--- config.mk ---
export PLATFORM = sky130hd
export DESIGN_NAME = seq_divider
export DESIGN_NICKNAME = d
export VERILOG_FILES = /design/src/rtl/seq_divider.sv
export SDC_FILE = /design/constraint.sdc
export NUM_CORES = 1
export LEC_CHECK = 0
export BUFFER_PORTS_ARGS = -buffer_cell sky130_fd_sc_hd__buf_2
export CORE_UTILIZATION = 47
export CTS_BUF_LIST = sky130_fd_sc_hd__clkbuf_8
export DETAILED_ROUTE_END_ITERATION = 7
export PLACE_DENSITY = 0.69
export SYNTH_ARGS = -nofsm -noshare
export SYNTH_HDL_FRONTEND = slang
export SYNTH_SLANG_ARGS = --single-unit
--- constraint.sdc ---
create_clock -name clk -period 4.05 [get_ports clk]
set_input_delay 0.6075 -clock clk [delete_from_list [all_inputs] [get_ports clk]]
set_output_delay 0.6075 -clock clk [all_outputs]
set_load 0.02 [all_outputs]
--- src/rtl/seq_divider.sv ---
// Iterative restoring divider: one quotient bit per clock, signed or unsigned.
// The core issues start, stalls on busy, and takes results when done pulses.
module seq_divider #(
  parameter int WIDTH = 32
) (
  input  logic             clk,
  input  logic             rst_n,
  input  logic             start,
  input  logic             op_signed,
  input  logic [WIDTH-1:0] dividend,
  input  logic [WIDTH-1:0] divisor,
  output logic             busy,
  output logic             done,
  output logic [WIDTH-1:0] quotient,
  output logic [WIDTH-1:0] remainder,
  output logic             div_by_zero
);

  localparam int CW = $clog2(WIDTH);

  typedef enum logic [1:0] {
    IDLE,
    CALC,
    FIX,
    DONE
  } state_t;

  state_t           state, state_nx;
  logic             accept;
  logic [CW-1:0]    cnt;

  // Working registers: partial remainder, dividend/quotient shift register,
  // divisor magnitude, and the raw dividend kept for the divide-by-zero result.
  logic [WIDTH-1:0] acc;
  logic [WIDTH-1:0] dq;
  logic [WIDTH-1:0] dvs;
  logic [WIDTH-1:0] orig_a;
  logic             neg_q;
  logic             neg_r;
  logic             dz;

  logic             a_neg, b_neg;
  logic [WIDTH-1:0] a_mag, b_mag;
  logic [WIDTH:0]   shifted;
  logic [WIDTH-1:0] low;
  logic [WIDTH-1:0] diff;
  logic             ge;

  // Operand magnitudes; the most negative value maps to unsigned 2^(WIDTH-1).
  always_comb begin
    a_neg = op_signed & dividend[WIDTH-1];
    b_neg = op_signed & divisor[WIDTH-1];
    a_mag = a_neg ? -dividend : dividend;
    b_mag = b_neg ? -divisor  : divisor;
  end

  // One restoring step. The shifted remainder is WIDTH+1 bits; when its top
  // bit is set it always exceeds the divisor, and the true difference is then
  // below the divisor, so a WIDTH-bit wrap-around subtract gives it exactly.
  always_comb begin
    shifted = {acc, dq[WIDTH-1]};
    low     = shifted[WIDTH-1:0];
    ge      = shifted[WIDTH] | (low >= dvs);
    diff    = low - dvs;
  end

  // State register.
  always_ff @(posedge clk or negedge rst_n) begin
    if (!rst_n) state <= IDLE;
    else        state <= state_nx;
  end

  // Next-state logic and status outputs.
  always_comb begin
    state_nx = state;
    busy     = 1'b0;
    done     = 1'b0;
    accept   = 1'b0;
    case (state)
      IDLE: begin
        if (start) begin
          accept   = 1'b1;
          state_nx = CALC;
        end
      end
      CALC: begin
        busy = 1'b1;
        if (cnt == '0) state_nx = FIX;
      end
      FIX: begin
        busy     = 1'b1;
        state_nx = DONE;
      end
      DONE: begin
        done = 1'b1;
        if (start) begin
          accept   = 1'b1;
          state_nx = CALC;
        end else begin
          state_nx = IDLE;
        end
      end
      default: state_nx = IDLE;
    endcase
  end

  // Datapath: latch on accept, iterate in CALC, correct and publish in FIX.
  always_ff @(posedge clk or negedge rst_n) begin
    if (!rst_n) begin
      cnt         <= '0;
      acc         <= '0;
      dq          <= '0;
      dvs         <= '0;
      orig_a      <= '0;
      neg_q       <= 1'b0;
      neg_r       <= 1'b0;
      dz          <= 1'b0;
      quotient    <= '0;
      remainder   <= '0;
      div_by_zero <= 1'b0;
    end else if (accept) begin
      cnt    <= CW'(WIDTH - 1);
      acc    <= '0;
      dq     <= a_mag;
      dvs    <= b_mag;
      orig_a <= dividend;
      neg_q  <= a_neg ^ b_neg;
      neg_r  <= a_neg;
      dz     <= (divisor == '0);
    end else if (state == CALC) begin
      acc <= ge ? diff : low;
      dq  <= {dq[WIDTH-2:0], ge};
      cnt <= cnt - 1'b1;
    end else if (state == FIX) begin
      if (dz) begin
        quotient    <= '1;
        remainder   <= orig_a;
        div_by_zero <= 1'b1;
      end else begin
        quotient    <= neg_q ? -dq  : dq;
        remainder   <= neg_r ? -acc : acc;
        div_by_zero <= 1'b0;
      end
    end
  end

endmodule

==> metrics.txt, run 1 <==
multi-input combinational cell area just over 0.007 mm^2; vias in the first global route between 10k and 15k; critical path type reg2reg; Synthesized Nets about 1.6k; Syn Area/Cell roughly 8.4 um^2; initial antenna violation count 0; Num CTS Buffers 37; dpl cells about 1.9k; CP arrival roughly 3.7 ns; number of max-cap violations 0; Synth cell types 66; top cells by area, synth dfrtp_1 40%, nand2_1 7.7%, xor2_1 6.7%; number of flops mapped to enable cells by yosys 0; Routability Congestion a little under 0.9; initial cell density of the core 48.4%; Max Root-Sink Buffers 3; Clock Skews 0.0239 ns; Worst-path clk slew about 0.05 ns; Chip Width around 170 um; Peak VDD IR ~0.00049 V; global route total overflow 0; Mapped Cells 1,517; clock root buffer clkbuf_8; number of port buffers 134; share of the synthesized area in the top cell type 39.8%; worst slew pin tran 1.11 ns; # DRC 0; async set-or-reset flop fraction in the synthesized netlist 100%; Layout Nets around 1.7k; Die Span Y 167 um; Reg area 0.00508 mm^2; # fillers about 2.5k; worst hold slack 0.204 ns; Required @ worst endpoint ~4.5 ns; setup repair bufs after CTS 0; pwr dens around 900 mW/mm^2; CTS-repair resized insts 0; Clk Latency, worst-skew pair about 0.54 ns; DR WL/cell about 16 um; clock sink count between 200 and 250; num rows between 50 and 60; area leader, netlist dfrtp_1; Mapped Area 0.0127 mm^2; Max-slew headroom between 20% and 30%; I/O pins between 100 and 150; Lkg Pwr 6.62 nW; final worst path period need 3.22 ns; routed vias approximately 11k; critical path fanouts, max 18; period utilization around 79%; DRT Wirelength about 31,000 um; all-layer global routing usage between 20 and 25%; Via density ~5.4; final non-filler cell total 1,987; Final Hold Fails 0; Yosys reg bits 203; hold_buf cts 0; Max Slew Vio Count 0; RSZ-0062 raised after global routing false; dpl hpwl 22,300 um; share of layout cells above drive strength 1 ~14%; Fmax between 300 and 400 MHz; post-synthesis sequential area ratio between 30% and 40%; core area roughly 0.026 mm^2; Critical Path Source Type flip-flop; worst min-delay path class in2async; drt first pass iters 5; H-tree Lvls 2; sum of negative setup slack 0 ns; Area Overhead vs Synth 13.3%; DRT iter0 DRCs between 700 and 800; # diodes 0; run status complete, no violations; CTS tree built; largest net degree at the start of global routing about 120; CP endpoint kind flip-flop; DRT antenna net count 0; die area 0.0278 mm^2; YS warnings 0; first-pass GRT wire length roughly 52,000 um; main flop type after synthesis dfrtp_1; # setup viols final 0
[layer usage]
layer	vias up	GRT usage, %	wire length [um]
li1	5497	-	-
met1	4926	32.1	14800
met2	279	35.5	13700
met3	65	3.02	1530
met4	0	7.81	862
met5	-	0	0
[through the flow]
stage          total power [W]  area [um^2]  setup WS (ns)  utilization (%)
5_1_grt                 0.0146        14400          0.534             54.8
3_5_place_dp            0.0114        13700          0.713             52.0
3_3_place_gp            0.0113        13700          0.769             52.0
6_report                0.0134        14400          0.832             54.8
4_1_cts                 0.0134        14400          0.853             54.8
2_1_floorplan          0.00951        12700           1.12                -
[logic make-up after synthesis]
kind of cell	share of synthesized area, %
simple gates	19.0
compound gates	18.7
flops	39.8
xor+xnor	10.3
buf+inv	3.91
mux	3.80
fa+ha+maj	4.38
[path summary, 6_finish.rpt]
| check | from | endpoint | slack, ns | depth (start not counted) |
|---|---|---|---|---|
| setup / recovery | dq[31]$_DFFE_PN0P_ | acc[0]$_DFFE_PN0P_ | 0.83 | 14 |
| hold / removal | rst_n | quotient[6]$_DFFE_PN0P_ | 0.20 | 1 |
| setup reg to reg | dq[31]$_DFFE_PN0P_ | acc[0]$_DFFE_PN0P_ | 0.83 | 14 |
| hold reg to reg | orig_a[0]$_DFFE_PN0P_ | orig_a[0]$_DFFE_PN0P_ | 0.48 | 2 |
| max in group asynchronous | rst_n | cnt[2]$_DFFE_PN0P_ | 2.93 | 2 |
| min in group clk | dividend[30] | orig_a[30]$_DFFE_PN0P_ | 0.31 | 3 |
[cells in the mapped netlist (16+ instances only)]
cell type and number:
a21oi_1 129, clkbuf_1 68, dfrtp_1 203, ha_1 43
inv_1 53, mux2i_1 45, nand2_1 261, nand3_1 19
nor2_1 132, nor3_1 16, o21ai_0 157, o31ai_1 23
o41ai_1 16, xnor2_1 52, xor2_1 98
[state kept, by name (all words and copies together), names as in the netlist]
signal,count
acc,32
state,2
neg_r,1
orig_a,32
dvs,32
cnt,5
quotient,32
dq,32
div_by_zero,1
remainder,32
neg_q,1
dz,1
[layout make-up]
type	count	area share, %
timing repair buffer	149	5.57
sequential	203	35.2
clock inverter	18	0.563
multi-input combinational	1182	49.9
clock buffer	47	4.48
inverter	53	1.38
tap	335	2.90
[cells in the final DEF, fill, tap and decap left out, drive strengths merged, types with 4 or more instances in the layout]
cell	count
nand2	261
dfrtp	203
o21ai	159
buf	148
nor2	132
a21oi	129
xor2	98
inv	70
xnor2	52
clkbuf	48
mux2i	45
ha	43
o31ai	25
nand3	19
nor3	18
o41ai	16
and3	15
a211oi	14
nand2b	14
or4	14
o211ai	11
or3	11
a31oi	10
a21o	10
nor2b	10
and2	7
nand3b	7
nand4	6
nor4	5
or2	5
a221o	4
nor3b	4
[power by group]
part / total, W / internal, W / switching [W]
Sequential: 0.00394 / 0.00301 / 0.000932
Clock: 0.00190 / 0.00104 / 0.000857
Combinational: 0.00752 / 0.00302 / 0.00450
[worst max-delay path, stage by stage, from the launching register on]
cell and delay, ns:
dfrtp_1 0.37, inv_1 0.16, ha_1 0.22, fa_1 0.19
nor2b_1 0.06, o21ai_0 0.20, a21oi_1 0.14, o31ai_1 0.52
a31oi_1 0.18, nor3_2 0.17, buf_4 0.25, buf_4 0.24
nand2b_1 0.13, nand3_1 0.08, a21oi_1 0.20
No activity file was read; power rests on OpenSTA's default activity.
==> run 2, diff against run 1 <==
==> constraint.sdc (replaced) <==
create_clock -name clk -period 3.25 [get_ports clk]
set_input_delay 0.4875 -clock clk [delete_from_list [all_inputs] [get_ports clk]]
set_output_delay 0.4875 -clock clk [all_outputs]
set_load 0.02 [all_outputs]
==> metrics.txt, run 2 (synthesis gave the netlist of run 1 again) <==
run status finished with violations (was complete, no violations); failing checks negative hold slack; CP delay by family, top compound AO/OA/AOI/OAI gates (unchanged); R2R Path Start acc[28]$_DFFE_PN0P_ (was dq[31]$_DFFE_PN0P_); Required @ worst endpoint 3.68 ns (was 4.49 ns); Num CTS Buffers 37 (unchanged); initial antenna violation count 0 (unchanged); all-layer global routing usage 23.0% (was 22.6%); first-pass GRT wire length 52,800 um (was 52,000 um); H-tree Lvls 2 (unchanged); worst slew pin tran 1.09 ns (was 1.11 ns); vias in the first global route 10.4k (was 10.3k); R2R setup slack 0.22 ns (was 0.83 ns); Clock Skews 0.0229 ns (was 0.0239 ns); CP max stage delay 0.48 ns (was 0.52 ns); Max Slew Vio Count 0 (unchanged); Placed Area 0.0139 mm^2 (was 0.0137 mm^2); Area Overhead vs Synth 15.6% (was 13.3%); setup repair bufs after CTS 0 (unchanged); DRT iter0 DRCs 866 (was 726); Fmax 330 MHz (was 311 MHz); initial cell density of the core 48.4% (unchanged); number of port buffers 134 (unchanged); Routability Congestion 0.916 (was 0.891); number of max-cap violations 0 (unchanged); hold_buf cts 0 (unchanged); Post-Layout Inst Area 0.0147 mm^2 (was 0.0144 mm^2); sum of negative setup slack 0 ns (unchanged); commonest non-fill, non-tap cell in the layout nand2_1 (unchanged); Worst-path clk slew 0.06 ns (was 0.05 ns); worst hold slack -0.0231 ns (was 0.204 ns); R2R Path End acc[27]$_DFFE_PN0P_ (was acc[0]$_DFFE_PN0P_); critical path fanouts, max 10 (was 18); CP Buf/Inv Count 2 (was 3); I/O pins 135 (unchanged); drt first pass iters 7 (was 5); Lkg Pwr 6.75 nW (was 6.62 nW); # setup viols final 0 (unchanged); pwr dens 1170 mW/mm^2 (was 925 mW/mm^2); Chip Width 167 um (unchanged); DRT antenna net count 0 (unchanged); Worst Reg2Reg Path Length in Cells 11 (was 14); crit path max-delay cell type dfrtp_1 (was o31ai_1); CTS-repair resized insts 0 (unchanged); largest net degree at the start of global routing 115 (unchanged); clock sink count 203 (unchanged); # DRC 0 (unchanged); DRT Wirelength 32,000 um (was 30,900 um); Die Span Y 167 um (unchanged); CP arrival 3.46 ns (was 3.66 ns); RSZ-0062 raised after global routing false (unchanged); critical path type reg2reg (unchanged); # diodes 0 (unchanged); critical path endpoint acc[27]$_DFFE_PN0P_ (was acc[0]$_DFFE_PN0P_); WP depth 11 (was 14); Critical Path Source Type flip-flop (unchanged); Clk Latency, worst-skew pair 0.54 ns (about the same); core area 0.0264 mm^2 (unchanged); Power Total 0.0173 W (was 0.0134 W); Layout Nets 1,761 (was 1,738); Max-slew headroom 27.4% (was 26.2%); worst setup path start acc[28]$_DFFE_PN0P_ (was dq[31]$_DFFE_PN0P_); global route total overflow 0 (unchanged); CP endpoint kind flip-flop (unchanged); most frequent cells in the layout 261 x nand2_1, 202 x dfrtp_1, 157 x o21ai_0, 133 x buf_2, 130 x nor2_1 (unchanged); share of layout cells above drive strength 1 15.8% (was 13.9%); period utilization 93.2% (was 79.5%); Via density 5.48 (was 5.42); final worst path period need 3.03 ns (was 3.22 ns); clock root buffer clkbuf_8 (unchanged); DR WL/cell 15.9 um (was 15.6 um); Final Hold Fails 17 (was 0); Peak VDD IR 0.000580 V (was 0.000495 V); CTS tree built (unchanged); routed vias 11.0k (was 10.8k); Max Root-Sink Buffers 3 (unchanged); dpl hpwl 23,400 um (was 22,300 um); die area 0.0278 mm^2 (unchanged); worst path cell trace ha_1 > a21oi_1 > o211ai_1 > a21o_1 > a211o_1 > nor3_2 > buf_4 > buf_4 > and3_1 > a21oi_1 > o22ai_1 (was inv_1 > ha_1 > fa_1 > nor2b_1 > o21ai_0 > a21oi_1 > o31ai_1 > a31oi_1 > nor3_2 > buf_4 > buf_4 > nand2b_1 > nand3_1 > a21oi_1); num rows 59 (unchanged); worst min-delay path class in2async (unchanged)
run 2: area by class of cell:
| class | instances | area (um^2) |
|---|---|---|
| Fill cell | 2450 | 11600 |
| Timing Repair Buffer | 172 | 1000 |
| Inverter | 53 | 199 |
| Multi-Input combinational cell | 1182 | 7210 |
| Clock inverter | 15 | 128 |
| Clock buffer | 51 | 702 |
| Tap cell | 335 | 419 |
| Sequential cell | 203 | 5080 |
run 2: worst min-delay path by stage:
stage / from / to / slack [ns]
after global placement: orig_a[29]$_DFFE_PN0P_ / orig_a[29]$_DFFE_PN0P_ / 0.45
after CTS: rst_n / quotient[7]$_DFFE_PN0P_ / 0.04
final: rst_n / quotient[7]$_DFFE_PN0P_ / -0.02
after detailed placement: quotient[0]$_DFFE_PN0P_ / quotient[0]$_DFFE_PN0P_ / 0.46
after global routing: rst_n / quotient[4]$_DFFE_PN0P_ / 0.05
after floorplan: rst_n / acc[0]$_DFFE_PN0P_ / 0.19
run 2: through the flow:
step | utilization, % | setup WS [ns] | instances | hold slack (ns)
finish | 55.9 | 0.220 | 2011 | -0.0231
global route | 55.9 | 0.0127 | 2011 | 0.0452
CTS | 55.9 | 0.237 | 2011 | 0.0431
detailed placement | 52.8 | 0.159 | 1945 | 0.458
global placement | 52.8 | 0.247 | 1945 | 0.454
floorplan | - | 0.321 | 1517 | 0.192
run 2: where the power goes:
group          switching, W  internal (W)
Combinational       0.00582       0.00394
Clock               0.00111       0.00156
Sequential          0.00110       0.00375
Total               0.00803       0.00924
run 2: metal layers:
metal  global-route usage (%)  wire length [um]
met3                     2.57              1400
met1                     32.3             15200
met2                     37.3             14700
met5                        0                 0
met4                     7.21               685
==> run 3, diff against run 2 <==
--- a/config.mk
+++ b/config.mk
@@ -9,6 +9,7 @@
 export CORE_UTILIZATION = 47
 export CTS_BUF_LIST = sky130_fd_sc_hd__clkbuf_8
 export DETAILED_ROUTE_END_ITERATION = 7
+export HOLD_SLACK_MARGIN = 0.1
 export PLACE_DENSITY = 0.69
 export SYNTH_ARGS = -nofsm -noshare
 export SYNTH_HDL_FRONTEND = slang
==> metrics.txt, run 3 (synthesis gave the netlist of run 1 again) <==
run status complete, no violations (was finished with violations); routed vias 11.0k (about the same); critical path fanouts, max 10 (unchanged); Clock Skews 0.0230 ns (was 0.0229 ns); core area 0.0264 mm^2 (unchanged); final worst path period need 3.01 ns (was 3.03 ns); sw frac 46.5% (about the same); vias in the first global route 10.4k (about the same); pwr dens 1170 mW/mm^2 (about the same); share of layout cells above drive strength 1 15.7% (was 15.8%); Clk network pwr share 15.4% (about the same); critical path type reg2reg (unchanged); hold_buf cts 1 (was 0); dpl hpwl 23,400 um (unchanged); DRT Wirelength 32,100 um (was 32,000 um); Lkg Pwr 6.76 nW (was 6.75 nW); commonest non-fill, non-tap cell in the layout nand2_1 (unchanged); worst hold slack 0.202 ns (was -0.0231 ns); # diodes 0 (unchanged); CP endpoint kind flip-flop (unchanged); Layout Nets 1,762 (was 1,761); I/O pins 135 (unchanged); clock sink count 203 (unchanged); hold depth 3; DR WL/cell 15.9 um (about the same); global route total overflow 0 (unchanged); Top Layer Used met4 (unchanged); RSZ-0062 raised after global routing false (unchanged); R2R Path End acc[20]$_DFFE_PN0P_ (was acc[27]$_DFFE_PN0P_); H-tree Lvls 2 (unchanged); Max Slew Vio Count 0 (unchanged); Max Root-Sink Buffers 3 (unchanged); Pint 0.00924 W (about the same); routed wl met2 14,700 um (about the same); CTS-repair resized insts 0 (unchanged); Clk Latency, worst-skew pair 0.54 ns (about the same); largest net degree at the start of global routing 115 (unchanged); num rows 59 (unchanged); Num CTS Buffers 37 (unchanged); Final Hold Fails 0 (was 17); Area Overhead vs Synth 15.7% (was 15.6%); Routability Congestion 0.916 (unchanged); Die Span Y 167 um (unchanged); # DRC 0 (unchanged); worst min-delay path class in2reg (was in2async); initial antenna violation count 0 (unchanged); DRT iter0 DRCs 861 (was 866); first-pass GRT wire length 52,800 um (about the same); register share of total power 28.1% (was 28.0%); Hold Startpoint dividend[4]; CP arrival 3.35 ns (was 3.46 ns); Worst Reg2Reg Path Length in Cells 10 (was 11); all-layer global routing usage 23.1% (was 23.0%); number of port buffers 134 (unchanged); CTS tree built (unchanged); Max-slew headroom 26.8% (was 27.4%); Chip Width 167 um (unchanged); initial cell density of the core 48.4% (unchanged); WL met3 1450 um (was 1400 um); combinational power share 56.5% (about the same); setup repair bufs after CTS 0 (unchanged); hold endpoint orig_a[4]$_DFFE_PN0P_; R2R Path Start acc[12]$_DFFE_PN0P_ (was acc[28]$_DFFE_PN0P_); DRT antenna net count 0 (unchanged); Critical Path Source Type flip-flop (unchanged); period utilization 92.7% (was 93.2%); Psw 0.00803 W (about the same); Peak VDD IR 0.000582 V (was 0.000580 V); most frequent cells in the layout 261 x nand2_1, 202 x dfrtp_1, 157 x o21ai_0, 133 x buf_2, 130 x nor2_1 (unchanged); met1 WL 15,200 um (about the same); Worst-path clk slew 0.06 ns (about the same); drt first pass iters 5 (was 7); sum of negative setup slack 0 ns (unchanged); Fmax 332 MHz (was 330 MHz); number of max-cap violations 0 (unchanged); # fillers 2,449 (was 2,450); R2R setup slack 0.24 ns (was 0.22 ns); clock root buffer clkbuf_8 (unchanged); die area 0.0278 mm^2 (unchanged); Required @ worst endpoint 3.59 ns (was 3.68 ns); # setup viols final 0 (unchanged); worst slew pin tran 1.10 ns (was 1.09 ns); Via density 5.49 (was 5.48)
[run 3: changes by cell type in the layout (fill, tap and decap cells not counted), sizes merged]
cell / change
dlygate4sd3: +1
[run 3: power groups by stage]
stage / registers (W) / clock network (W) / logic (W)
floorplan: 0.00500 / 0 / 0.00685
global placement: 0.00482 / 0 / 0.00948
detailed placement: 0.00487 / 0 / 0.00970
CTS: 0.00484 / 0.00272 / 0.00975
global route: 0.00500 / 0.00283 / 0.0109
finish: 0.00485 / 0.00267 / 0.00976
[run 3: worst max path at each step]
stage	start	to	slack, ns	cells after the start
6_report	acc[12]$_DFFE_PN0P_	acc[20]$_DFFE_PN0P_	0.24	10
5_1_grt	acc[28]$_DFFE_PN0P_	acc[14]$_DFFE_PN0P_	0.01	10
4_1_cts	dq[31]$_DFFE_PN0P_	acc[27]$_DFFE_PN0P_	0.24	14
3_5_place_dp	divisor[4]	dvs[30]$_DFFE_PN0P_	0.16	10
3_3_place_gp	divisor[4]	dvs[29]$_DFFE_PN0P_	0.25	10
2_1_floorplan	acc[24]$_DFFE_PN0P_	acc[12]$_DFFE_PN0P_	0.32	11
[run 3: final cells by class]
| type | instances | area [um^2] | area share [%] |
|---|---|---|---|
| clock buffers | 51 | 702 | 4.76 |
| repair buffers | 173 | 1010 | 6.86 |
| clock inverters | 15 | 128 | 0.865 |
| multi-input cells | 1182 | 7210 | 48.9 |
| inverters | 53 | 199 | 1.35 |
| well taps | 335 | 419 | 2.84 |
| flip-flops and latches | 203 | 5080 | 34.4 |
[run 3: per-layer routing]
metal / up-vias / track usage [%]
li1: 5543 / -
met2: 308 / 37.4
met3: 50 / 2.57
met1: 5148 / 32.3
met5: - / 0
met4: 0 / 7.21
[run 3: per-stage QoR]
step | instances | setup WS [ns] | cell area, um^2 | util, % | power [W]
after floorplan | 1517 | 0.321 | 12700 | - | 0.0119
after global placement | 1945 | 0.247 | 13900 | 52.8 | 0.0143
after detailed placement | 1945 | 0.159 | 13900 | 52.8 | 0.0146
after CTS | 2012 | 0.237 | 14800 | 56.0 | 0.0173
after global routing | 2012 | 0.0127 | 14800 | 56.0 | 0.0187
final | 2012 | 0.236 | 14800 | 56.0 | 0.0173
[run 3: worst max-delay path, cell delays in order (launching register included)]
cell and delay (ns):
dfrtp_1 0.45, ha_1 0.39, a211oi_1 0.39, o211ai_1 0.15, a41oi_1 0.35, a31oi_1 0.17, nor3_2 0.19, buf_4 0.24
buf_4 0.17, mux2i_1 0.23, a21oi_1 0.10
